File: src/rtl/hazard_control_unit_pkg.sv
// Shared types and constants for the DLX pipeline interlock controller.
// Holds forwarding-select encodings, the FSM state encoding and the
// scoreboard entry layout used by the top level and the match sub-module.
package hazard_control_unit_pkg;

  // Scoreboard entries carry register addresses of this width.
  // REG_ADDR_WIDTH on the top level must equal this value.
  localparam int SB_ADDR_WIDTH = 5;

  // ALU operand source selects, as seen by the EX stage.
  localparam logic [1:0] FWD_REGBANK = 2'd0;
  localparam logic [1:0] FWD_EX_MEM  = 2'd1;
  localparam logic [1:0] FWD_MEM_WB  = 2'd2;

  typedef enum logic [1:0] {
    ST_RUN   = 2'd0,
    ST_STALL = 2'd1,
    ST_FLUSH = 2'd2
  } hcu_state_e;

  typedef struct packed {
    logic                     valid;
    logic                     wr_en;
    logic [SB_ADDR_WIDTH-1:0] addr;
    logic                     is_load;
  } sb_entry_t;

  localparam sb_entry_t SB_EMPTY = '0;

endpackage

File: src/rtl/hazard_control_unit_if.sv
// Decode-side bundle between the decode stage and the interlock controller.
// master: decode stage (drives instruction fields, reads stall/flush/fwd);
// slave: hazard_control_unit. No handshake; all signals are per-cycle levels.
interface hazard_control_unit_if #(
  parameter int REG_ADDR_WIDTH  = 5,
  parameter int STALL_CNT_WIDTH = 16
);
  logic                       id_valid;
  logic [REG_ADDR_WIDTH-1:0]  id_read_address1;
  logic [REG_ADDR_WIDTH-1:0]  id_read_address2;
  logic                       id_uses_b;
  logic                       id_reg_wr_en;
  logic [REG_ADDR_WIDTH-1:0]  id_reg_wr_addr;
  logic                       id_mem_data_rd_en;
  logic                       ex_ctrl_taken;

  logic                       pc_stall;
  logic                       if_id_stall;
  logic                       id_ex_bubble;
  logic                       if_id_flush;
  logic [1:0]                 fwd_a_sel;
  logic [1:0]                 fwd_b_sel;
  logic [STALL_CNT_WIDTH-1:0] stall_cycles_out;

  modport master (
    output id_valid, id_read_address1, id_read_address2, id_uses_b,
           id_reg_wr_en, id_reg_wr_addr, id_mem_data_rd_en, ex_ctrl_taken,
    input  pc_stall, if_id_stall, id_ex_bubble, if_id_flush,
           fwd_a_sel, fwd_b_sel, stall_cycles_out
  );

  modport slave (
    input  id_valid, id_read_address1, id_read_address2, id_uses_b,
           id_reg_wr_en, id_reg_wr_addr, id_mem_data_rd_en, ex_ctrl_taken,
    output pc_stall, if_id_stall, id_ex_bubble, if_id_flush,
           fwd_a_sel, fwd_b_sel, stall_cycles_out
  );
endinterface

File: src/rtl/hazard_control_unit_hazard_match.sv
// Compares one scoreboard entry against the decoding instruction's sources.
// Latency: purely combinational.
// Backpressure: none; match outputs feed the stall/forward decisions.
// Ports: entry (scoreboard slot), id_valid, rd_addr_a/b, uses_b -> match_a/b.
module hazard_match
  import hazard_control_unit_pkg::*;
#(
  parameter int REG_ADDR_WIDTH = SB_ADDR_WIDTH
) (
  input  sb_entry_t                 entry,
  input  logic                      id_valid,
  input  logic [REG_ADDR_WIDTH-1:0] rd_addr_a,
  input  logic [REG_ADDR_WIDTH-1:0] rd_addr_b,
  input  logic                      uses_b,
  output logic                      match_a,
  output logic                      match_b
);
  logic live;
  // is_load is consumed by the top-level hazard policy, not here.
  logic unused_is_load;

  assign unused_is_load = entry.is_load;

  always_comb begin
    // r0 is hardwired zero, so a writer to r0 never creates a dependency.
    live    = id_valid && entry.valid && entry.wr_en && (entry.addr != '0);
    match_a = live && (entry.addr == rd_addr_a);
    match_b = live && uses_b && (entry.addr == rd_addr_b);
  end
endmodule

File: src/rtl/hazard_control_unit.sv
// DLX pipeline interlock: EX/MEM/WB scoreboard driving stall, bubble, flush, fwd selects.
// Latency: stall/bubble/flush are same-cycle (Mealy); fwd selects registered into ID/EX.
// Backpressure: pc_stall/if_id_stall hold fetch+decode while a hazard is open.
// Ports: clk, rst_n (async active-low), bus (hazard_control_unit_if.slave).
// Build option FORWARDING_EN: defined -> only load-use stalls, selects live;
// undefined -> stall on any EX/MEM/WB dependency, selects tied to register bank.
module hazard_control_unit
  import hazard_control_unit_pkg::*;
#(
  parameter int REG_ADDR_WIDTH  = SB_ADDR_WIDTH,
  parameter int STALL_CNT_WIDTH = 16
) (
  input  logic                 clk,
  input  logic                 rst_n,
  hazard_control_unit_if.slave bus
);
  sb_entry_t  sb_ex, sb_mem, sb_wb, sb_new;
  hcu_state_e state;
  logic       ex_ma, ex_mb, mem_ma, mem_mb, wb_ma, wb_mb;
  logic       hazard, taken;
  logic       pc_stall, id_ex_bubble, if_id_flush;
  logic [STALL_CNT_WIDTH-1:0] stall_cnt_q;

  hazard_match #(.REG_ADDR_WIDTH(REG_ADDR_WIDTH)) u_match_ex (
    .entry(sb_ex), .id_valid(bus.id_valid),
    .rd_addr_a(bus.id_read_address1), .rd_addr_b(bus.id_read_address2),
    .uses_b(bus.id_uses_b), .match_a(ex_ma), .match_b(ex_mb)
  );
  hazard_match #(.REG_ADDR_WIDTH(REG_ADDR_WIDTH)) u_match_mem (
    .entry(sb_mem), .id_valid(bus.id_valid),
    .rd_addr_a(bus.id_read_address1), .rd_addr_b(bus.id_read_address2),
    .uses_b(bus.id_uses_b), .match_a(mem_ma), .match_b(mem_mb)
  );
  hazard_match #(.REG_ADDR_WIDTH(REG_ADDR_WIDTH)) u_match_wb (
    .entry(sb_wb), .id_valid(bus.id_valid),
    .rd_addr_a(bus.id_read_address1), .rd_addr_b(bus.id_read_address2),
    .uses_b(bus.id_uses_b), .match_a(wb_ma), .match_b(wb_mb)
  );

  assign taken = bus.ex_ctrl_taken;

`ifdef FORWARDING_EN
  // Only a load in EX cannot be forwarded in time; everything else bypasses.
  logic unused_wb_match;
  assign unused_wb_match = wb_ma | wb_mb;
  assign hazard = (ex_ma | ex_mb) & sb_ex.is_load;
`else
  // Without bypass, wait until the producer has written the register bank.
  assign hazard = ex_ma | ex_mb | mem_ma | mem_mb | wb_ma | wb_mb;
`endif

  // A taken control transfer squashes the decode instruction, so any hazard
  // it carried is moot: flush wins and no stall is taken.
  always_comb begin
    if_id_flush  = taken;
    id_ex_bubble = taken | hazard;
    pc_stall     = !taken & hazard;
  end

  assign bus.pc_stall         = pc_stall;
  assign bus.if_id_stall      = pc_stall;
  assign bus.id_ex_bubble     = id_ex_bubble;
  assign bus.if_id_flush      = if_id_flush;
  assign bus.stall_cycles_out = stall_cnt_q;

  always_comb begin
    sb_new = SB_EMPTY;
    if (bus.id_valid && !id_ex_bubble) begin
      sb_new.valid   = 1'b1;
      sb_new.wr_en   = bus.id_reg_wr_en;
      sb_new.addr    = bus.id_reg_wr_addr;
      sb_new.is_load = bus.id_mem_data_rd_en;
    end
  end

  always_ff @(posedge clk or negedge rst_n) begin
    if (!rst_n) begin
      sb_ex       <= SB_EMPTY;
      sb_mem      <= SB_EMPTY;
      sb_wb       <= SB_EMPTY;
      stall_cnt_q <= '0;
    end else begin
      sb_wb  <= sb_mem;
      sb_mem <= sb_ex;
      sb_ex  <= sb_new;
      if (pc_stall && (stall_cnt_q != '1))
        stall_cnt_q <= stall_cnt_q + STALL_CNT_WIDTH'(1);
    end
  end

  always_ff @(posedge clk or negedge rst_n) begin
    if (!rst_n) begin
      state <= ST_RUN;
    end else begin
      case (state)
        ST_RUN:   if (taken) state <= ST_FLUSH;
                  else if (hazard) state <= ST_STALL;
        ST_STALL: if (taken) state <= ST_FLUSH;
                  else if (!hazard) state <= ST_RUN;
        ST_FLUSH: state <= ST_RUN;
        default:  state <= ST_RUN;
      endcase
    end
  end

`ifdef FORWARDING_EN
  logic [1:0] fwd_a_nxt, fwd_b_nxt, fwd_a_q, fwd_b_q;

  // Youngest producer wins: EX/MEM result is newer than MEM/WB.
  always_comb begin
    fwd_a_nxt = FWD_REGBANK;
    fwd_b_nxt = FWD_REGBANK;
    if (ex_ma)       fwd_a_nxt = FWD_EX_MEM;
    else if (mem_ma) fwd_a_nxt = FWD_MEM_WB;
    if (ex_mb)       fwd_b_nxt = FWD_EX_MEM;
    else if (mem_mb) fwd_b_nxt = FWD_MEM_WB;
    if (id_ex_bubble) begin
      fwd_a_nxt = FWD_REGBANK;
      fwd_b_nxt = FWD_REGBANK;
    end
  end

  always_ff @(posedge clk or negedge rst_n) begin
    if (!rst_n) begin
      fwd_a_q <= FWD_REGBANK;
      fwd_b_q <= FWD_REGBANK;
    end else begin
      fwd_a_q <= fwd_a_nxt;
      fwd_b_q <= fwd_b_nxt;
    end
  end

  assign bus.fwd_a_sel = fwd_a_q;
  assign bus.fwd_b_sel = fwd_b_q;
`else
  assign bus.fwd_a_sel = FWD_REGBANK;
  assign bus.fwd_b_sel = FWD_REGBANK;
`endif

endmodule

File: src/flat_wrapper.sv
// flat-port wrapper written by rule: the top's interface ports become plain ports
module hazard_control_unit_flat import hazard_control_unit_pkg::*;
#(
  parameter int REG_ADDR_WIDTH  = SB_ADDR_WIDTH,
  parameter int STALL_CNT_WIDTH = 16
)
  (clk, rst_n, bus_id_valid, bus_id_read_address1, bus_id_read_address2, bus_id_uses_b, bus_id_reg_wr_en, bus_id_reg_wr_addr, bus_id_mem_data_rd_en, bus_ex_ctrl_taken, bus_pc_stall, bus_if_id_stall, bus_id_ex_bubble, bus_if_id_flush, bus_fwd_a_sel, bus_fwd_b_sel, bus_stall_cycles_out);
  hazard_control_unit_if #(.REG_ADDR_WIDTH(REG_ADDR_WIDTH), .STALL_CNT_WIDTH(STALL_CNT_WIDTH)) bus_i ();
  input  logic clk;
  input  logic rst_n;
  input wire logic [$bits(bus_i.id_valid)-1:0] bus_id_valid;
  input wire logic [$bits(bus_i.id_read_address1)-1:0] bus_id_read_address1;
  input wire logic [$bits(bus_i.id_read_address2)-1:0] bus_id_read_address2;
  input wire logic [$bits(bus_i.id_uses_b)-1:0] bus_id_uses_b;
  input wire logic [$bits(bus_i.id_reg_wr_en)-1:0] bus_id_reg_wr_en;
  input wire logic [$bits(bus_i.id_reg_wr_addr)-1:0] bus_id_reg_wr_addr;
  input wire logic [$bits(bus_i.id_mem_data_rd_en)-1:0] bus_id_mem_data_rd_en;
  input wire logic [$bits(bus_i.ex_ctrl_taken)-1:0] bus_ex_ctrl_taken;
  output wire logic [$bits(bus_i.pc_stall)-1:0] bus_pc_stall;
  output wire logic [$bits(bus_i.if_id_stall)-1:0] bus_if_id_stall;
  output wire logic [$bits(bus_i.id_ex_bubble)-1:0] bus_id_ex_bubble;
  output wire logic [$bits(bus_i.if_id_flush)-1:0] bus_if_id_flush;
  output wire logic [$bits(bus_i.fwd_a_sel)-1:0] bus_fwd_a_sel;
  output wire logic [$bits(bus_i.fwd_b_sel)-1:0] bus_fwd_b_sel;
  output wire logic [$bits(bus_i.stall_cycles_out)-1:0] bus_stall_cycles_out;
  assign bus_i.id_valid = bus_id_valid;
  assign bus_i.id_read_address1 = bus_id_read_address1;
  assign bus_i.id_read_address2 = bus_id_read_address2;
  assign bus_i.id_uses_b = bus_id_uses_b;
  assign bus_i.id_reg_wr_en = bus_id_reg_wr_en;
  assign bus_i.id_reg_wr_addr = bus_id_reg_wr_addr;
  assign bus_i.id_mem_data_rd_en = bus_id_mem_data_rd_en;
  assign bus_i.ex_ctrl_taken = bus_ex_ctrl_taken;
  assign bus_pc_stall = bus_i.pc_stall;
  assign bus_if_id_stall = bus_i.if_id_stall;
  assign bus_id_ex_bubble = bus_i.id_ex_bubble;
  assign bus_if_id_flush = bus_i.if_id_flush;
  assign bus_fwd_a_sel = bus_i.fwd_a_sel;
  assign bus_fwd_b_sel = bus_i.fwd_b_sel;
  assign bus_stall_cycles_out = bus_i.stall_cycles_out;
  hazard_control_unit #(.REG_ADDR_WIDTH(REG_ADDR_WIDTH), .STALL_CNT_WIDTH(STALL_CNT_WIDTH)) u_core (.clk(clk), .rst_n(rst_n), .bus(bus_i));
endmodule
File: config.mk
export PLATFORM = sky130hd
export DESIGN_NAME = hazard_control_unit_flat
export DESIGN_NICKNAME = d
export VERILOG_FILES = /design/src/rtl/hazard_control_unit_pkg.sv /design/src/rtl/hazard_control_unit_if.sv /design/src/rtl/hazard_control_unit_hazard_match.sv /design/src/rtl/hazard_control_unit.sv /design/src/flat_wrapper.sv
export SDC_FILE = /design/constraint.sdc
export NUM_CORES = 1
export LEC_CHECK = 0
export CAP_MARGIN = 10
export CELL_PAD_IN_SITES_DETAIL_PLACEMENT = 1
export CELL_PAD_IN_SITES_GLOBAL_PLACEMENT = 1
export CORE_AREA = 2 2 90 92
export DETAILED_ROUTE_END_ITERATION = 10
export DIE_AREA = 0 0 92 94
export HOLD_SLACK_MARGIN = 0.15
export PLACE_DENSITY_LB_ADDON = 0.1
export SLEW_MARGIN = 20
export SYNTH_ARGS = -nofsm -noshare
export SYNTH_HDL_FRONTEND = slang
export SYNTH_SLANG_ARGS = --single-unit
export TNS_END_PERCENT = 10
File: constraint.sdc
create_clock -name clk -period 6.65 [get_ports clk]
set_clock_uncertainty 0.05 [all_clocks]
set_input_delay 1.6625 -clock clk [delete_from_list [all_inputs] [get_ports clk]]
set_output_delay 1.6625 -clock clk [all_outputs]
set_load 0.005 [all_outputs]
==> impl_results.md <==
* Worst skew pair latency at 0.29 ns
* Power Total at between 0.4 and 0.5 mW
* # hold bufs at CTS at 0
* Max Slew Vio Count at 0
* HP Class: flip-flop to flip-flop
* DR vias at 1308
* Clk root buf: clkbuf_8
* CTS buffer count at 5
* Final setup viols at 0
* Register area share after synthesis at 0.497
* Final period utilization at 0.858
* Vias per std cell at 4.27
* Slew margin rel. at 0.518
* CP Class: input pin to primary output
* Final cell count without fillers at 306
* Sink Count at 37
* Peak supply drop at around 63 uV
* DRT iter0 DRCs at 33
* Post-Route WL at 4410 um
* N_diodes at 0
* Tmin final at 5.71 ns
* Post-Synthesis Cells at roughly 160
* Num rows at 32
* Worst-path clk slew at 0.08 ns
* Setup TNS at 0 ns
* DP Area at 2330 um2
* Crit path DAT at 3.99 ns
* Mean Syn Cell Area at 11.5 um2
* Io pins at 46
* Starting Density at 0.245
* Gr usage total at 0.113
* CORE AREA at 7610 um2
* Final Hold Violating Endpoints at 0
* Distinct cells, synth at 32
* Status: finished clean
* Yosys reg bits at 37
* H-tree depth at 2
* Final Cell Area at 2450 um2
* Required time worst endpoint at 4.94 ns
* P&R area growth vs syn at 31.7%
* Fin util at 0.322
* Nets@finish at 226
* Crit end category: primary output
* Setup crit start kind: input pin
* Worst-case clock buffer depth at 2
* Layout cell share with drive strength beyond 1 at 0.0735
* Largest net degree at the start of global routing at 38
* 1st-pass router iterations at 4
* CTS tree: built
* Final HPWL DP at approximately 3400 um
* Number of port buffers at 40
* Syn. warnings at 0
* First-pass GRT wire length at 7600 um
* MaxCap Viol Count at 0
* Synth Cell Area at 1860 um2
* Die area at just under 9000 um2
* RSZ-0062 raised after global routing: false
* Die Y at 94 um
* Synth top area cells: dfrtp_1, xor2_1, xnor2_1, buf_4, nand3_1
* Routed WL per cell at around 14 um
* Post-CTS Resized at 0
* GRT overflow at 0
* Number of routed nets with antenna violations at 0
* Residual DRC at 0
* Top cell type by total area after synthesis: dfrtp_1
* Die width at just over 90 um
* Fillers at ~850
* Gpl congestion at roughly 0.78
* Actual slew at the worst max-slew pin at 0.720 ns
* Fmax at 0.175 GHz
* Critical-path maximum fanout at 18
* Post CTS Setup Buffer Count at 0
* Share of the synthesized area in the top cell type at 0.497
* Leakage power total at about 1.1 nW
* Cell Pwr Density at 196 nW/um2
* Initial antenna violation count at 0
* Vias in the first global route at 1449
* Number of cells after detailed placement at 298
==> worst paths after layout <==
path / start / to / slack (ns) / cells after the start
hold reg to reg: u_core.sb_ex[7]$_DFF_PN0_ / u_core.sb_mem[7]$_DFF_PN0_ / 0.33 / 0
min in group asynchronous: rst_n / u_core.sb_mem[4]$_DFF_PN0_ / 1.75 / 2
hold / removal: u_core.sb_ex[7]$_DFF_PN0_ / u_core.sb_mem[7]$_DFF_PN0_ / 0.33 / 0
setup / recovery: bus_id_read_address2[4] / bus_if_id_stall / 0.94 / 8
max in group asynchronous: rst_n / u_core.bus.stall_cycles_out[9]$_DFFE_PN0P_ / 4.46 / 2
setup reg to reg: u_core.sb_mem[2]$_DFF_PN0_ / u_core.bus.stall_cycles_out[1]$_DFFE_PN0P_ / 3.98 / 6
==> logic make-up after synthesis <==
logic type | synth area share
adders and majority gates | 0.00672
buffers and inverters | 0.0417
muxes | 0.0181
and+or+nand+nor | 0.207
other | 0.00201
AOI/OAI and AO/OA | 0.0249
DFF | 0.497
xor gates and xnor gates | 0.202
==> critical path, stage by stage <==
cell and delay [ns]:
clkdlybuf4s50_1 0.51, xor2_1 0.21, nor4_1 0.32, nand3_1 0.11, a21oi_1 0.32, nor3_4 0.18
nor2_1 0.15, clkdlybuf4s50_1 0.53
==> per-layer routing <==
metal | part of all wire | GRT usage | vias to the layer above
li1 | - | - | 633
met1 | 0.49 | 0.153 | 646
met2 | 0.46 | 0.175 | 25
met3 | 0.036 | 0.0297 | 4
met4 | 0.012 | 0.0373 | 0
met5 | 0 | 0 | -
==> report_power, final <==
group	switching, mW	internal, mW	leakage, nW	total [mW]
combinational	0.0200	0.0232	0.522	0.0432
clock	0.0794	0.122	0.0585	0.202
sequential	0.00559	0.230	0.499	0.236
==> cell usage in the layout, fill, tap and decap left out, drive strengths merged <==
master,synthesis,layout
nand4,1,1
xor2,30,30
nand4b,3,3
nand2b,4,4
clkbuf,0,7
o21ai,1,1
nor2,4,4
or4b,1,1
dfrtp,37,37
nand2,5,5
mux2,3,3
and4,2,2
clkdlybuf4s50,0,40
conb,1,4
nor3,9,9
and3,1,1
buf,10,1
nor4b,2,2
nand3,8,8
ha,1,1
or4,3,3
and3b,2,2
a21oi,3,3
xnor2,13,13
o2111ai,3,3
bufinv,0,1
inv,1,1
and2,6,6
nor4,7,7
or3,1,1
==> Yosys cell counts, drive strengths merged <==
| master | number |
|---|---|
| xnor2 | 13 |
| o21ai | 1 |
| or3 | 1 |
| conb | 1 |
| nor4 | 7 |
| ha | 1 |
| o2111ai | 3 |
| nand4 | 1 |
| nor2 | 4 |
| xor2 | 30 |
| buf | 10 |
| nand3 | 8 |
| or4 | 3 |
| nand4b | 3 |
| dfrtp | 37 |
| or4b | 1 |
| and3b | 2 |
| and4 | 2 |
| nor4b | 2 |
| nand2b | 4 |
| nor3 | 9 |
| and3 | 1 |
| inv | 1 |
| mux2 | 3 |
| and2 | 6 |
| nand2 | 5 |
| a21oi | 3 |
==> sequential cells by signal (all words and copies together), names as in the netlist <==
name,count
u_core.bus.stall_cycles_out,16
u_core.sb_ex,7
u_core.sb_mem,7
u_core.sb_wb,7
==> layout make-up <==
| type | count | area (um2) | area share |
|---|---|---|---|
| sequential | 37 | 926 | 0.378 |
| multi-input combinational | 117 | 870 | 0.355 |
| timing repair buffer | 41 | 408 | 0.166 |
| tap | 102 | 128 | 0.0521 |
| clock buffer | 7 | 86.3 | 0.0352 |
| clock inverter | 1 | 30.0 | 0.0123 |
| inverter | 1 | 3.75 | 0.00153 |
==> metrics by stage <==
step | hold slack (ns) | setup slack (ns)
2_1_floorplan | 0.303 | 2.03
3_3_place_gp | 0.315 | 0.968
3_5_place_dp | 0.321 | 0.929
4_1_cts | 0.334 | 0.935
5_1_grt | 0.358 | 0.786
6_report | 0.329 | 0.943
Note: power is estimated with default switching activity, not from simulation.
==> RTL change, RTL diff (same flow settings) <==
Add a define of `FORWARDING_EN`.
--- a/src/rtl/hazard_control_unit.sv
+++ b/src/rtl/hazard_control_unit.sv
@@ -4,6 +4,8 @@
 // Ports: clk, rst_n (async active-low), bus (hazard_control_unit_if.slave).
 // Build option FORWARDING_EN: defined -> only load-use stalls, selects live;
 // undefined -> stall on any EX/MEM/WB dependency, selects tied to register bank.
+`define FORWARDING_EN
+
 module hazard_control_unit
   import hazard_control_unit_pkg::*;
 #(
Check against the original RTL: not equivalent (a bounded check fails within 4 cycles, from zero or initial values and one cycle with rst_n low).
==> RTL change against the unedited design <==
- maximum frequency grew 3.8%
- power grew 2.5%
- setup slack gained 210 ps
- global-route usage shrank 0.37 points
- sequential share of layout area shrank 2.4 points
- sequential cell count shrank 2
- routed wire length grew 0.29%
- non-clock buffer count grew 5
- synthesized area shrank 4.0%
- cell area grew 0.97%
- largest cell class unchanged
- highest routed layer unchanged
==> RTL change: results (changes against the unedited design) <==
status=complete, no violations; syn_nets=175; htree depth=2 (unchanged); Post-synth ARST share=1.00 (unchanged); Clock buf/inv share=0.0551 (+0.00763); sequential cell area share=0.354 (-0.0239); Netlist cell types=41 (+28%); Seq group=221 µW (-6%); Port Buffers=45 (+13%); FF-to-FF setup slack=4440 ps (+460 ps); Peak supply drop=65.3 µV (+2.8%); layout cell share with drive strength beyond 1=0.129 (+0.0552); synth top area cells=dfrtp_1 49%, xor2_1 11%, xnor2_1 5.9%; P_sw=106 µW (+0.48%); Signal buffers=46 (+12%); Achievable Freq=0.182 GHz (+3.8%); seq_cells=35 (-5.4%); Initial DRC Count=18 (-45%); Filler cells=844 (-0.59%); Reg clk slew, reported paths=70 ps; DP Area=2340 µm² (+0.16%); Multi-input gate area=873 µm² (+0.43%); placed cells=296 (-0.67%); Final Core Density=0.325 (+0.00312); DR vias=1,303 (-0.38%); pre-CTS setup slack=1100 ps (+171 ps); Relative slew margins=0.565 (+0.0467); vias in the first global route=1,409 (-2.8%); DP HPWL=3470 µm (+0.92%); CP max FO=16 (-2); Layout area overhead=38.5%; cell family with most CP delay=buffers and inverters; first-pass GRT wire length=7330 µm (-3.5%); post_cts resized=0 (unchanged); Seq/Total Area, Yosys=0.490 (-0.00712); Seq pwr share=0.449 (-0.042); CTS root buf=clkbuf_8; maximum buffer depth of the clock tree=2 (unchanged); P_comb=37.4 µW (-13%); buffering overhead=0.185 (+0.0186); layout net count=224 (-0.88%); syn_area_per_cell=11.8 µm² (+2.3%); hold_ws=379 ps (+50.2 ps); multi-input combinational area share=0.353 (-0.00189); multi-input gate count=112 (-4.3%); reg2reg end=u_core.bus.stall_cycles_out[12]; largest net degree at the start of global routing=36 (-5.3%); TritonCTS Buffers=5 (unchanged); Non-Filler Instances=304 (-0.65%); Commonest cells post-synth=35 x dfrtp_1, 22 x xor2_1, 12 x xnor2_1; critical path data arrival time=3790 ps (-200 ps); r2r startpoint=u_core.sb_ex[2]; Worst setup startpoint=bus_id_read_address2[1]; Pleak=1.04 nW (-3.2%); WL/cell=14.6 µm (+0.95%); total track usage=0.109 (-0.00370); RD Place Congestion=0.800 (+1.9%)
## RTL change: cell types whose count changed after synthesis, sizes merged, moves of 2 or more
cell and change:
nand2b -3, buf -6, nor2 +2, nand3b +3, nor3b +4, xor2 -8, dfrtp -2, and2 +2
nand4 +2, a2111oi +2, nand4b -3, a21oi -2, o2111ai -2, nand2 +3
## RTL change: metal layers
metal | GRT usage | wire length (µm) | share of wire | vias up
li1 | - | - | - | 631
met1 | 0.149 | 2120 | 0.48 | 641
met2 | 0.167 | 2060 | 0.47 | 26
met3 | 0.0289 | 182 | 0.041 | 5
met4 | 0.0373 | 61 | 0.014 | 0
met5 | 0 | 0 | 0 | -
## RTL change: kinds of logic (layout without fill, tap and decap cells)
logic type	count (synthesis)	count (layout)	synth area share
AOI/OAI and AO/OA	9	9	0.0595
xor gates and xnor gates	34	34	0.167
adders and majority gates	1	1	0.00700
buffers and inverters	5	55	0.0210
DFF	35	35	0.490
muxes	2	2	0.0147
and+or+nand+nor	66	66	0.241
